==> src/rtl/tpu_pkg.sv <==
// Shared definitions for the TPU control slice: FSM state encoding, width helper
// and default array dimensions used by both the scheduler and the array top.
package tpu_pkg;

    typedef enum logic [1:0] {
        IDLE  = 2'd0,
        FEED  = 2'd1,
        DRAIN = 2'd2,
        DONE  = 2'd3
    } sched_state_t;

    localparam int unsigned DEF_ROWS = 4;
    localparam int unsigned DEF_COLS = 4;

    // Bits needed to hold values 0..v-1, never less than one.
    function automatic int unsigned clogW(input int unsigned v);
        return (v <= 1) ? 1 : $clog2(v);
    endfunction

endpackage

==> src/rtl/skew_lane_dec.sv <==
// Per-lane skewed feed decode: lane i is enabled for K cycles starting at t=i,
// presenting buffer index t-i while enabled and 0 otherwise.
module skew_lane_dec #(
    parameter int unsigned LANES = 4,
    parameter int unsigned IW    = 4,
    parameter int unsigned KW    = 5,
    parameter int unsigned TW    = 5
) (
    input  logic [TW-1:0]       t,
    input  logic [KW-1:0]       k,
    input  logic                inFeed,
    output logic [LANES-1:0]    en,
    output logic [LANES*IW-1:0] idx
);

    logic [TW-1:0] diff;

    always_comb begin
        en   = '0;
        idx  = '0;
        diff = '0;
        for (int unsigned i = 0; i < LANES; i++) begin
            diff = t - TW'(i);
            // t >= i guards the subtraction, so diff < K is the upper window bound
            if (inFeed && (t >= TW'(i)) && (diff < TW'(k))) begin
                en[i]           = 1'b1;
                idx[i*IW +: IW] = diff[IW-1:0];
            end
        end
    end

endmodule

==> src/rtl/systolic_sched.sv <==
// Pass sequencer for the systolic array: IDLE -> FEED (K+S cycles) -> DRAIN
// (PIPE_LAT cycles) -> DONE (one cycle). Outputs decode from registered state only.
module systolic_sched
    import tpu_pkg::*;
#(
    parameter int unsigned ROWS     = DEF_ROWS,
    parameter int unsigned COLS     = DEF_COLS,
    parameter int unsigned K_MAX    = 16,
    parameter int unsigned PIPE_LAT = 8,
    parameter int unsigned IW       = clogW(K_MAX),
    parameter int unsigned KW       = clogW(K_MAX + 1)
) (
    input  logic                 clk,
    input  logic                 rst,
    input  logic                 start,
    input  logic [KW-1:0]        k_len,
    input  logic                 abort,
    output logic [ROWS-1:0]      a_en,
    output logic [ROWS*IW-1:0]   a_idx,
    output logic [COLS-1:0]      w_en,
    output logic [COLS*IW-1:0]   w_idx,
    output logic                 busy,
    output logic                 done
);

    localparam int unsigned MAXD = (ROWS > COLS) ? ROWS : COLS;
    localparam int unsigned S    = MAXD - 1;
    localparam int unsigned TW   = clogW(K_MAX + S + PIPE_LAT + 1);

    sched_state_t  state;
    logic [TW-1:0] t;
    logic [KW-1:0] kReg;
    logic [TW-1:0] feedLast;
    logic [KW-1:0] kClamped;

    assign feedLast = TW'(kReg) + TW'(S) - TW'(1);
    assign kClamped = (k_len > KW'(K_MAX)) ? KW'(K_MAX) : k_len;

    always_ff @(posedge clk or negedge rst) begin
        if (!rst) begin
            state <= IDLE;
            t     <= '0;
            kReg  <= '0;
        end else begin
            case (state)
                IDLE: begin
                    t <= '0;
                    if (start) begin
                        if (k_len == '0) begin
                            state <= DONE;
                        end else begin
                            state <= FEED;
                            kReg  <= kClamped;
                        end
                    end
                end
                FEED: begin
                    if (abort) begin
                        state <= IDLE;
                        t     <= '0;
                    end else if (t == feedLast) begin
                        state <= DRAIN;
                        t     <= '0;
                    end else begin
                        t <= t + TW'(1);
                    end
                end
                DRAIN: begin
                    if (abort) begin
                        state <= IDLE;
                        t     <= '0;
                    end else if (t == TW'(PIPE_LAT - 1)) begin
                        state <= DONE;
                        t     <= '0;
                    end else begin
                        t <= t + TW'(1);
                    end
                end
                default: begin
                    state <= IDLE;
                    t     <= '0;
                end
            endcase
        end
    end

    assign busy = (state == FEED) || (state == DRAIN);
    assign done = (state == DONE);

    skew_lane_dec #(
        .LANES (ROWS),
        .IW    (IW),
        .KW    (KW),
        .TW    (TW)
    ) uRowDec (
        .t      (t),
        .k      (kReg),
        .inFeed (state == FEED),
        .en     (a_en),
        .idx    (a_idx)
    );

    skew_lane_dec #(
        .LANES (COLS),
        .IW    (IW),
        .KW    (KW),
        .TW    (TW)
    ) uColDec (
        .t      (t),
        .k      (kReg),
        .inFeed (state == FEED),
        .en     (w_en),
        .idx    (w_idx)
    );

endmodule

==> config.mk <==
export PLATFORM = sky130hd
export DESIGN_NAME = systolic_sched
export DESIGN_NICKNAME = d
export VERILOG_FILES = /design/src/rtl/tpu_pkg.sv /design/src/rtl/skew_lane_dec.sv /design/src/rtl/systolic_sched.sv
export SDC_FILE = /design/constraint.sdc
export NUM_CORES = 1
export LEC_CHECK = 0
export CELL_PAD_IN_SITES_DETAIL_PLACEMENT = 1
export CELL_PAD_IN_SITES_GLOBAL_PLACEMENT = 1
export CORE_MARGIN = 4
export CORE_UTILIZATION = 35
export CTS_BUF_LIST = sky130_fd_sc_hd__clkbuf_8
export DETAILED_ROUTE_END_ITERATION = 8
export HOLD_SLACK_MARGIN = 0.02
export PLACE_DENSITY = 0.91
export SKIP_CTS_REPAIR_TIMING = 1
export SYNTH_ARGS = -nofsm -noshare
export SYNTH_HDL_FRONTEND = slang
export SYNTH_SLANG_ARGS = --single-unit
==> constraint.sdc <==
create_clock -name clk -period 2.95 [get_ports clk]
set_input_delay 0.4425 -clock clk [delete_from_list [all_inputs] [get_ports clk]]
set_output_delay 0.4425 -clock clk [all_outputs]
set_load 0.01 [all_outputs]
==> impl_metrics.yaml, run 1 <==
sta:
  fin_crit_ns: 3.12
  fmax_ghz: 0.320
  clock_skew_ns: 0.000978
  rsz0062_at_grt: "true"
  slew_viol_final: 0
  tightest_slew_ns: 0.660
  setup_violations: 6
  slew_headroom: 0.556
  hold_viol: 0
  finalWorstSetupSlack_ns: -0.170
  period_share: 1.06
  tns_ns: -0.797
power:
  p_per_area_mw_per_mm2: 625
  clkPwrFrac: 0.121
  power.share.combinational: 0.703
  p_int_uw: 823
  power.switching_uw: 678
  pwr-share-seq: 0.176
  switching_share: 0.451
  leakage_nw: 1.44
  ir_drop_mv: 0.292
drt:
  drc_errors: 0
  via_count: 1507
  firstDrtPassIters: 4
  drt_iter0_markers: 61
  dr_wl_met2_um: 2810
  drt-met1-wl_um: 2160
  dr.max_layer_used: "met4"
  drt-total-wl_um: 5270
  vias_per_cell: 5.13
  wl_met3_um: 181
  postRouteAntennaNets: 0
  routedWlPerCell_um: 17.9
finish:
  drive_gt1_frac: 0.306
  fin_nets: 284
  antenna_cells: 0
  area_growth_pct: 48.8
  final_core_util: 0.544
global_routing:
  grt_pass1_vias: 1691
  grt_antenna_before_repair: 0
  grt_pass1_wl_um: 8290
  grt_start_max_net_pins: 13
  grt_use_total: 0.172
  grt-ovfl-total: 0
run_status:
  outcome: "finished, violations left"
  violations: "negative setup slack"
logic_synthesis:
  synth.top_cell.area_share: 0.248
  synth_seq_area_share: 0.186
  synth-edff-count: 0
  yosys_warnings: 0
  synthArstFlopShare: 1.00
  synth.largest_area_cell: "ha_1"
  synthCells: 189
  syn-num-nets: 230
  avgSynthCellArea_sq_um: 8.54
  ys_ff_latch: 12
  synth_most_common_cell: "ha_1"
  synth-main-ff-cell: "dfrtp_1"
  synthTopCellsByCount: "32 x ha_1, 21 x buf_4, 16 x nand2_1, 16 x nor2_1"
  netlist_area_sq_mm: 0.00161
  ys_types: 32
  synthTopCellsByArea: "ha_1 25%, dfrtp_1 19%, buf_4 9.8%"
worst_setup_path:
  crit_start: "kReg[1]$_DFFE_PN0P_"
  start_kind: "flip-flop"
  arrival_ns: 2.68
  reg2reg_from: "kReg[1]$_DFFE_PN0P_"
  critPathKind: "flip-flop to primary output"
  path_max_fanout: 6
  end_kind: "primary output"
  cp.required_ns: 2.51
die:
  coreArea_sq_mm: 0.00441
  ios: 51
  start_util: 0.366
  die_area_sq_mm: 0.00576
  die_w_um: 75.9
  rows: 24
  fp.dieH_um: 75.9
cts:
  cts_buffer_depth: 2
  clock_sinks: 12
  clock-root-buffer: "clkbuf_8"
  cts_tree: "built"
  clkTransAtPathRegs_ns: 0.05
  htree_levels: 1
  clk_latency_ns: 0.24
  numCtsBuffers: 3
place:
  post-dp-hpwl_um: 3850
  globalplace.congestion: 0.852
  numPortBuffers: 50
min_path:
  hold_class: "input pin to async pin"
job:
  drv_cap: 0
## cells in the final DEF, fill, tap and decap left out, drive strengths merged, types with 2 or more instances in the layout
master	count
a21oi	2
buf	28
ha	32
nand2	16
a31oi	3
or4	2
mux2	2
nor3b	5
a211oi	2
xor2	9
nor2b	7
dlymetal6s2s	23
dfrtp	12
and2	4
clkdlybuf4s50	16
a311oi	2
xnor2	6
nor2	16
nand2b	5
a21o	2
inv	12
nand3	2
o21ai	6
nor3	4
o21a	9
clkbuf	10
## registers in the layout (all words and copies together), names as in the netlist
register  cells
kReg          5
t             5
state         2
## worst max-delay path: stages (launching register included)
cell	delay (ns)
dfrtp_1	0.42
inv_1	0.16
ha_1	0.36
o21bai_1	0.08
a21o_1	0.18
a21o_1	0.20
a211oi_4	0.28
and2_1	0.19
clkdlybuf4s50_1	0.55
## cell families (layout without fill, tap and decap cells)
kind of cell | count (synthesis) | count (layout) | share of synthesized area
AO/OA/AOI/OAI | 29 | 29 | 0.133
XOR/XNOR | 15 | 15 | 0.0814
adder cells (fa/ha/maj) | 32 | 32 | 0.248
buffers and inverters | 36 | 89 | 0.139
flip-flops | 12 | 12 | 0.186
multiplexers | 2 | 2 | 0.0140
AND/OR/NAND/NOR | 63 | 63 | 0.198
## metrics by stage
step,cell area (sq um),hold WS (ns),setup slack [ns],total power [mW],std cells
2_1_floorplan,1610,0.147,0.0183,0.813,189
3_3_place_gp,2150,0.525,-0.0358,1.07,287
3_5_place_dp,2150,0.542,-0.241,1.14,287
4_1_cts,2210,0.554,-0.500,1.34,291
5_1_grt,2400,0.601,-0.328,1.63,294
6_report,2400,0.548,-0.170,1.50,294
## power groups by stage
stage | clock network, mW | registers (mW) | logic [mW]
detailed placement | 0 | 0.266 | 0.872
floorplan | 0 | 0.251 | 0.562
CTS | 0.183 | 0.263 | 0.893
global route | 0.191 | 0.271 | 1.16
global placement | 0 | 0.259 | 0.811
finish | 0.181 | 0.264 | 1.06
## final timing paths
kind / end / slack, ns / cells after the start
worst max-delay path: a_idx[0] / -0.17 / 8
worst min-delay path: kReg[3]$_DFFE_PN0P_ / 0.55 / 1
worst max register to register: state[1]$_DFFE_PN0P_ / 0.79 / 6
worst min register to register: kReg[2]$_DFFE_PN0P_ / 0.55 / 2
max in group asynchronous: t[3]$_DFF_PN0_ / 2.01 / 1
min in group clk: kReg[2]$_DFFE_PN0P_ / 0.55 / 2
## cell type report
cell class,count,area [sq um]
inverter,12,47.5
tap,52,65.1
sequential,12,302
multi-input combinational,141,1250
timing repair buffer,73,679
clock buffer,4,55.1
fill,513,2010
## per-layer routing
metal,vias up,track usage
met4,0,0.0694
met1,731,0.193
met2,48,0.324
met5,-,0
met3,13,0.0166
li1,715,-
(Power assumes the default switching activity.)
==> run 2: changes to the inputs <==
- CORE_MARGIN: 4 -> 2
- CORE_UTILIZATION: 35 -> 32
- PLACE_DENSITY: 0.91 -> 0.88
- clock period: 2.95 -> 2.7 ns (I/O delays scaled with it)
==> run 2 against run 1 <==
Net effect: the flow still finishes with violations (negative setup slack); critical endpoint is now w_idx[12]; via count up 6.6%; largest power group unchanged; worst setup slack better by 0.0020 ns; design area rose by 6.5%; global-route usage up 0.55 points; clock skew hardly changed; hold slack got worse by 0.020 ns; highest routed layer unchanged.
==> impl_metrics.yaml, run 2 (synthesis gave the netlist of run 1 again) <==
run_status:
  outcome: "finished, violations left"
  violations: "negative setup slack"
finish:
  area_growth_pct: 58.4
  final_core_util: 0.534
  final_cell_mix: "41 x buf_4, 30 x buf_2, 26 x ha_1"
  fillers: 573
  drive_gt1_frac: 0.483
  final_common_cell: "buf_4"
  finalNonFillerCells: 332
  antenna_cells: 0
  largestRegisters: "kReg (5), t (5), state (2)"
  fin_nets: 307
drt:
  dr_wl_met2_um: 3020
  firstDrtPassIters: 4
  dr.max_layer_used: "met4"
  postRouteAntennaNets: 0
  drt-total-wl_um: 5550
  drc_errors: 0
  drt_iter0_markers: 28
  wl_met3_um: 225
  via_count: 1607
  vias_per_cell: 4.84
  routedWlPerCell_um: 16.7
  drt-met1-wl_um: 2130
sta:
  slew_viol_final: 0
  slew_headroom: 0.614
  setup_violations: 20
  finalWorstSetupSlack_ns: -0.168
  tightest_slew_ns: 0.577
  fmax_ghz: 0.349
  period_share: 1.06
  hold_viol: 0
  clock_skew_ns: 0.000883
  fin_crit_ns: 2.87
  rsz0062_at_grt: "true"
place:
  place_ws_ns: -0.321
  globalplace.congestion: 0.860
  post-dp-hpwl_um: 3900
  numPortBuffers: 50
  dpl.cell_count: 320
die:
  die_area_sq_mm: 0.00563
  die_w_um: 75.0
  rows: 25
  fp.dieH_um: 75.0
  start_util: 0.337
  coreArea_sq_mm: 0.00479
  ios: 51
global_routing:
  grt_pass1_wl_um: 7560
  grt_use_total: 0.177
  grt_start_max_net_pins: 13
  grt-ovfl-total: 0
  grt_pass1_vias: 1616
  grt_antenna_before_repair: 0
worst_setup_path:
  arrival_ns: 2.46
  cp.required_ns: 2.30
  reg2reg_slack_ns: 0.59
  path_max_fanout: 7
  rr_endpoint: "state[1]$_DFFE_PN0P_"
  critPathKind: "flip-flop to primary output"
  end_kind: "primary output"
  reg2reg_from: "kReg[1]$_DFFE_PN0P_"
  ff2ff_path_depth: 7
  start_kind: "flip-flop"
cts:
  clock-root-buffer: "clkbuf_8"
  cts_tree: "built"
  clkTransAtPathRegs_ns: 0.05
  clk_latency_ns: 0.25
  numCtsBuffers: 3
  clock_sinks: 12
  cts_buffer_depth: 2
  htree_levels: 1
job:
  drv_cap: 0
power:
  p_per_area_mw_per_mm2: 713
  ir_drop_mv: 0.386
  leakage_nw: 1.32
min_path:
  hold_class: "input pin to async pin"
run 2: report_power, final:
part	switching [mW]	leakage, nW	total (mW)	internal [mW]
clock	0.0719	0.0288	0.201	0.129
combinational	0.684	1.13	1.34	0.653
sequential	0.0551	0.158	0.286	0.231
run 2: area by class of cell:
cell class,instances,area [sq um],share of cell area
clock buffers,4,55.1,0.0215
inverters,12,52.6,0.0205
multi-input cells,141,1340,0.525
flip-flops and latches,12,302,0.118
well taps,67,83.8,0.0328
repair buffers,96,722,0.282
run 2: routing by layer:
layer | vias to the layer above | global-route usage
met1 | 768 | 0.207
met3 | 18 | 0.0161
met4 | 0 | 0.0357
met5 | - | 0
met2 | 56 | 0.347
li1 | 765 | -
run 2: worst max-delay path by stage:
stage	start	to	slack [ns]
6_report	t[1]$_DFF_PN0_	w_idx[12]	-0.17
5_1_grt	t[1]$_DFF_PN0_	w_idx[5]	-0.30
3_3_place_gp	t[1]$_DFF_PN0_	w_idx[12]	-0.24
4_1_cts	t[1]$_DFF_PN0_	w_idx[12]	-0.59
3_5_place_dp	t[1]$_DFF_PN0_	w_idx[12]	-0.32
2_1_floorplan	t[0]$_DFF_PN0_	w_idx[4]	0.006
run 2: worst max-delay path: stages (launching register included):
cell,delay (ns)
dfrtp_2,0.43
buf_6,0.15
ha_1,0.20
a21oi_2,0.16
xor2_1,0.27
ha_1,0.29
o21a_1,0.12
o21a_4,0.22
nor3b_2,0.20
buf_2,0.16
run 2: stage by stage:
stage | hold slack, ns | TNS [ns] | power [mW] | instance area (sq um)
after floorplan | 0.109 | 0 | 0.918 | 1650
after global placement | 0.535 | -4.77 | 1.30 | 2340
after detailed placement | 0.546 | -8.20 | 1.37 | 2340
after CTS | 0.547 | -19.18 | 1.58 | 2390
after global routing | 0.565 | -4.23 | 1.97 | 2560
final | 0.528 | -1.53 | 1.82 | 2560
==> run 3: changes to the inputs <==
- CORE_UTILIZATION: 32 -> 43
- DONT_BUFFER_PORTS: default -> 1
- PLACE_DENSITY: 0.88 -> 0.87
- SETUP_SLACK_MARGIN: default -> 0.1
==> run 3 against run 2 <==
Net effect: the run still ends with negative setup slack left; register-to-register slack got worse by 0.16 ns; sequential share of layout area is 3.2 points higher; via count fell by 14%; critical path depth rose by 1; clock power is essentially flat; combinational power shrank 19%; total power is 13% lower; cell count down 24%.
==> impl_metrics.yaml, run 3 (synthesis gave the netlist of run 1 again) <==
run_status:
  outcome: "finished, violations left"
  violations: "negative setup slack"
drt:
  firstDrtPassIters: 4
  drt_iter0_markers: 43
  vias_per_cell: 5.51
  routedWlPerCell_um: 20.8
  drc_errors: 0
  postRouteAntennaNets: 0
  via_count: 1384
  drt-total-wl_um: 5220
sta:
  tns_ns: -0.898
  slew_viol_final: 0
  period_share: 1.04
  clock_skew_ns: 0.00340
  fmax_ghz: 0.357
  whs_ns: 0.307
  setup_violations: 14
  rsz0062_at_grt: "true"
  slew_headroom: 0.464
  hold_viol: 0
  finalWorstSetupSlack_ns: -0.103
  fin_crit_ns: 2.80
  tightest_slew_ns: 0.795
worst_setup_path:
  arrival_ns: 2.40
  path_max_fanout: 8
  end_kind: "primary output"
  rr_endpoint: "t[1]$_DFF_PN0_"
  ff2ff_path_depth: 6
  reg2reg_from: "kReg[1]$_DFFE_PN0P_"
  cp.required_ns: 2.30
  critPathKind: "flip-flop to primary output"
  reg2reg_slack_ns: 0.43
  start_kind: "flip-flop"
place:
  placed_cell_area_sq_mm: 0.00173
  dpl.cell_count: 235
  post-dp-hpwl_um: 3210
  place_ws_ns: 0.0748
  numPortBuffers: 0
  globalplace.congestion: 0.776
finish:
  largestRegisters: "kReg (5), t (5), state (2)"
  design_area_sq_mm: 0.00203
  final_cell_mix: "30 x buf_4, 27 x ha_1, 16 x nand2_1"
  antenna_cells: 0
  final_core_util: 0.559
  fin_nets: 245
  area_growth_pct: 25.8
  drive_gt1_frac: 0.389
  fillers: 432
  final_common_cell: "buf_4"
  finalNonFillerCells: 251
global_routing:
  grt_pass1_wl_um: 6580
  grt-ovfl-total: 0
  grt_start_max_net_pins: 13
  grt_use_total: 0.201
  grt_pass1_vias: 1397
  grt_antenna_before_repair: 0
die:
  die_w_um: 65.3
  die_area_sq_mm: 0.00426
  start_util: 0.444
  fp.dieH_um: 65.3
  ios: 51
  rows: 22
  coreArea_sq_mm: 0.00363
cts:
  cts_buffer_depth: 2
  clkTransAtPathRegs_ns: 0.06
  numCtsBuffers: 3
  cts_tree: "built"
  clock-root-buffer: "clkbuf_8"
  htree_levels: 1
  clk_latency_ns: 0.24
  clock_sinks: 12
min_path:
  min_path_cells: 2
  hold-path-endpoint: "kReg[1]$_DFFE_PN0P_"
  min-delay-start: "k_len[1]"
  hold_class: "input pin to flip-flop"
power:
  power.share.combinational: 0.684
  leakage_nw: 0.909
  p_int_uw: 840
  clkPwrFrac: 0.127
  p_per_area_mw_per_mm2: 783
  ir_drop_mv: 0.345
  total_power_mw: 1.59
  switching_share: 0.472
  pwr-share-seq: 0.189
  power.switching_uw: 750
job:
  drv_cap: 0
-- run 3: cell types whose count changed in the layout (fill, tap and decap cells not counted), sizes merged --
cell	before	now
buf	78	33
clkdlybuf4s50	10	0
dlymetal6s2s	6	0
clkbuf	6	4
dlygate4sd3	0	1
-- run 3: how the worst max path moves through the flow --
| stage | start | to | depth (start not counted) |
|---|---|---|---|
| detailed placement | t[0]$_DFF_PN0_ | w_en[3] | 9 |
| floorplan | t[0]$_DFF_PN0_ | w_idx[4] | 11 |
| global route | t[0]$_DFF_PN0_ | w_idx[15] | 10 |
| global placement | t[1]$_DFF_PN0_ | w_idx[4] | 9 |
| CTS | t[0]$_DFF_PN0_ | w_en[3] | 9 |
| finish | t[0]$_DFF_PN0_ | w_idx[15] | 10 |
-- run 3: worst max-delay path, cell delays in order (launching register included) --
cell and delay [ns]:
dfrtp_2 0.45, buf_12 0.16, ha_1 0.27, nor3_2 0.22, xor2_1 0.11, ha_1 0.23
a211oi_2 0.20, buf_4 0.18, nand2_1 0.06, nor2_1 0.11, buf_4 0.16
-- run 3: layout make-up --
class	instances	area, sq um	share of cell area
inverter	12	52.6	0.0259
multi-input combinational	141	1280	0.631
tap	48	60.1	0.0296
clock buffer	4	55.1	0.0271
sequential	12	304	0.150
timing repair buffer	34	278	0.137
-- run 3: metal layers --
metal	up-vias	global-route usage	wire length [um]	share of wire
li1	641	-	-	-
met1	694	0.240	2110	0.40
met2	39	0.367	2850	0.55
met3	10	0.0223	173	0.033
met4	0	0.0755	80	0.015
met5	-	0	0	0
-- run 3: power by group through the flow --
stage                     Sequential, mW  Combinational (mW)  Clock [mW]
final                              0.301                1.09       0.203
after global routing               0.307                1.19       0.215
after CTS                          0.292               0.860       0.201
after detailed placement           0.293               0.855           0
after global placement             0.286               0.801           0
after floorplan                    0.276               0.660           0
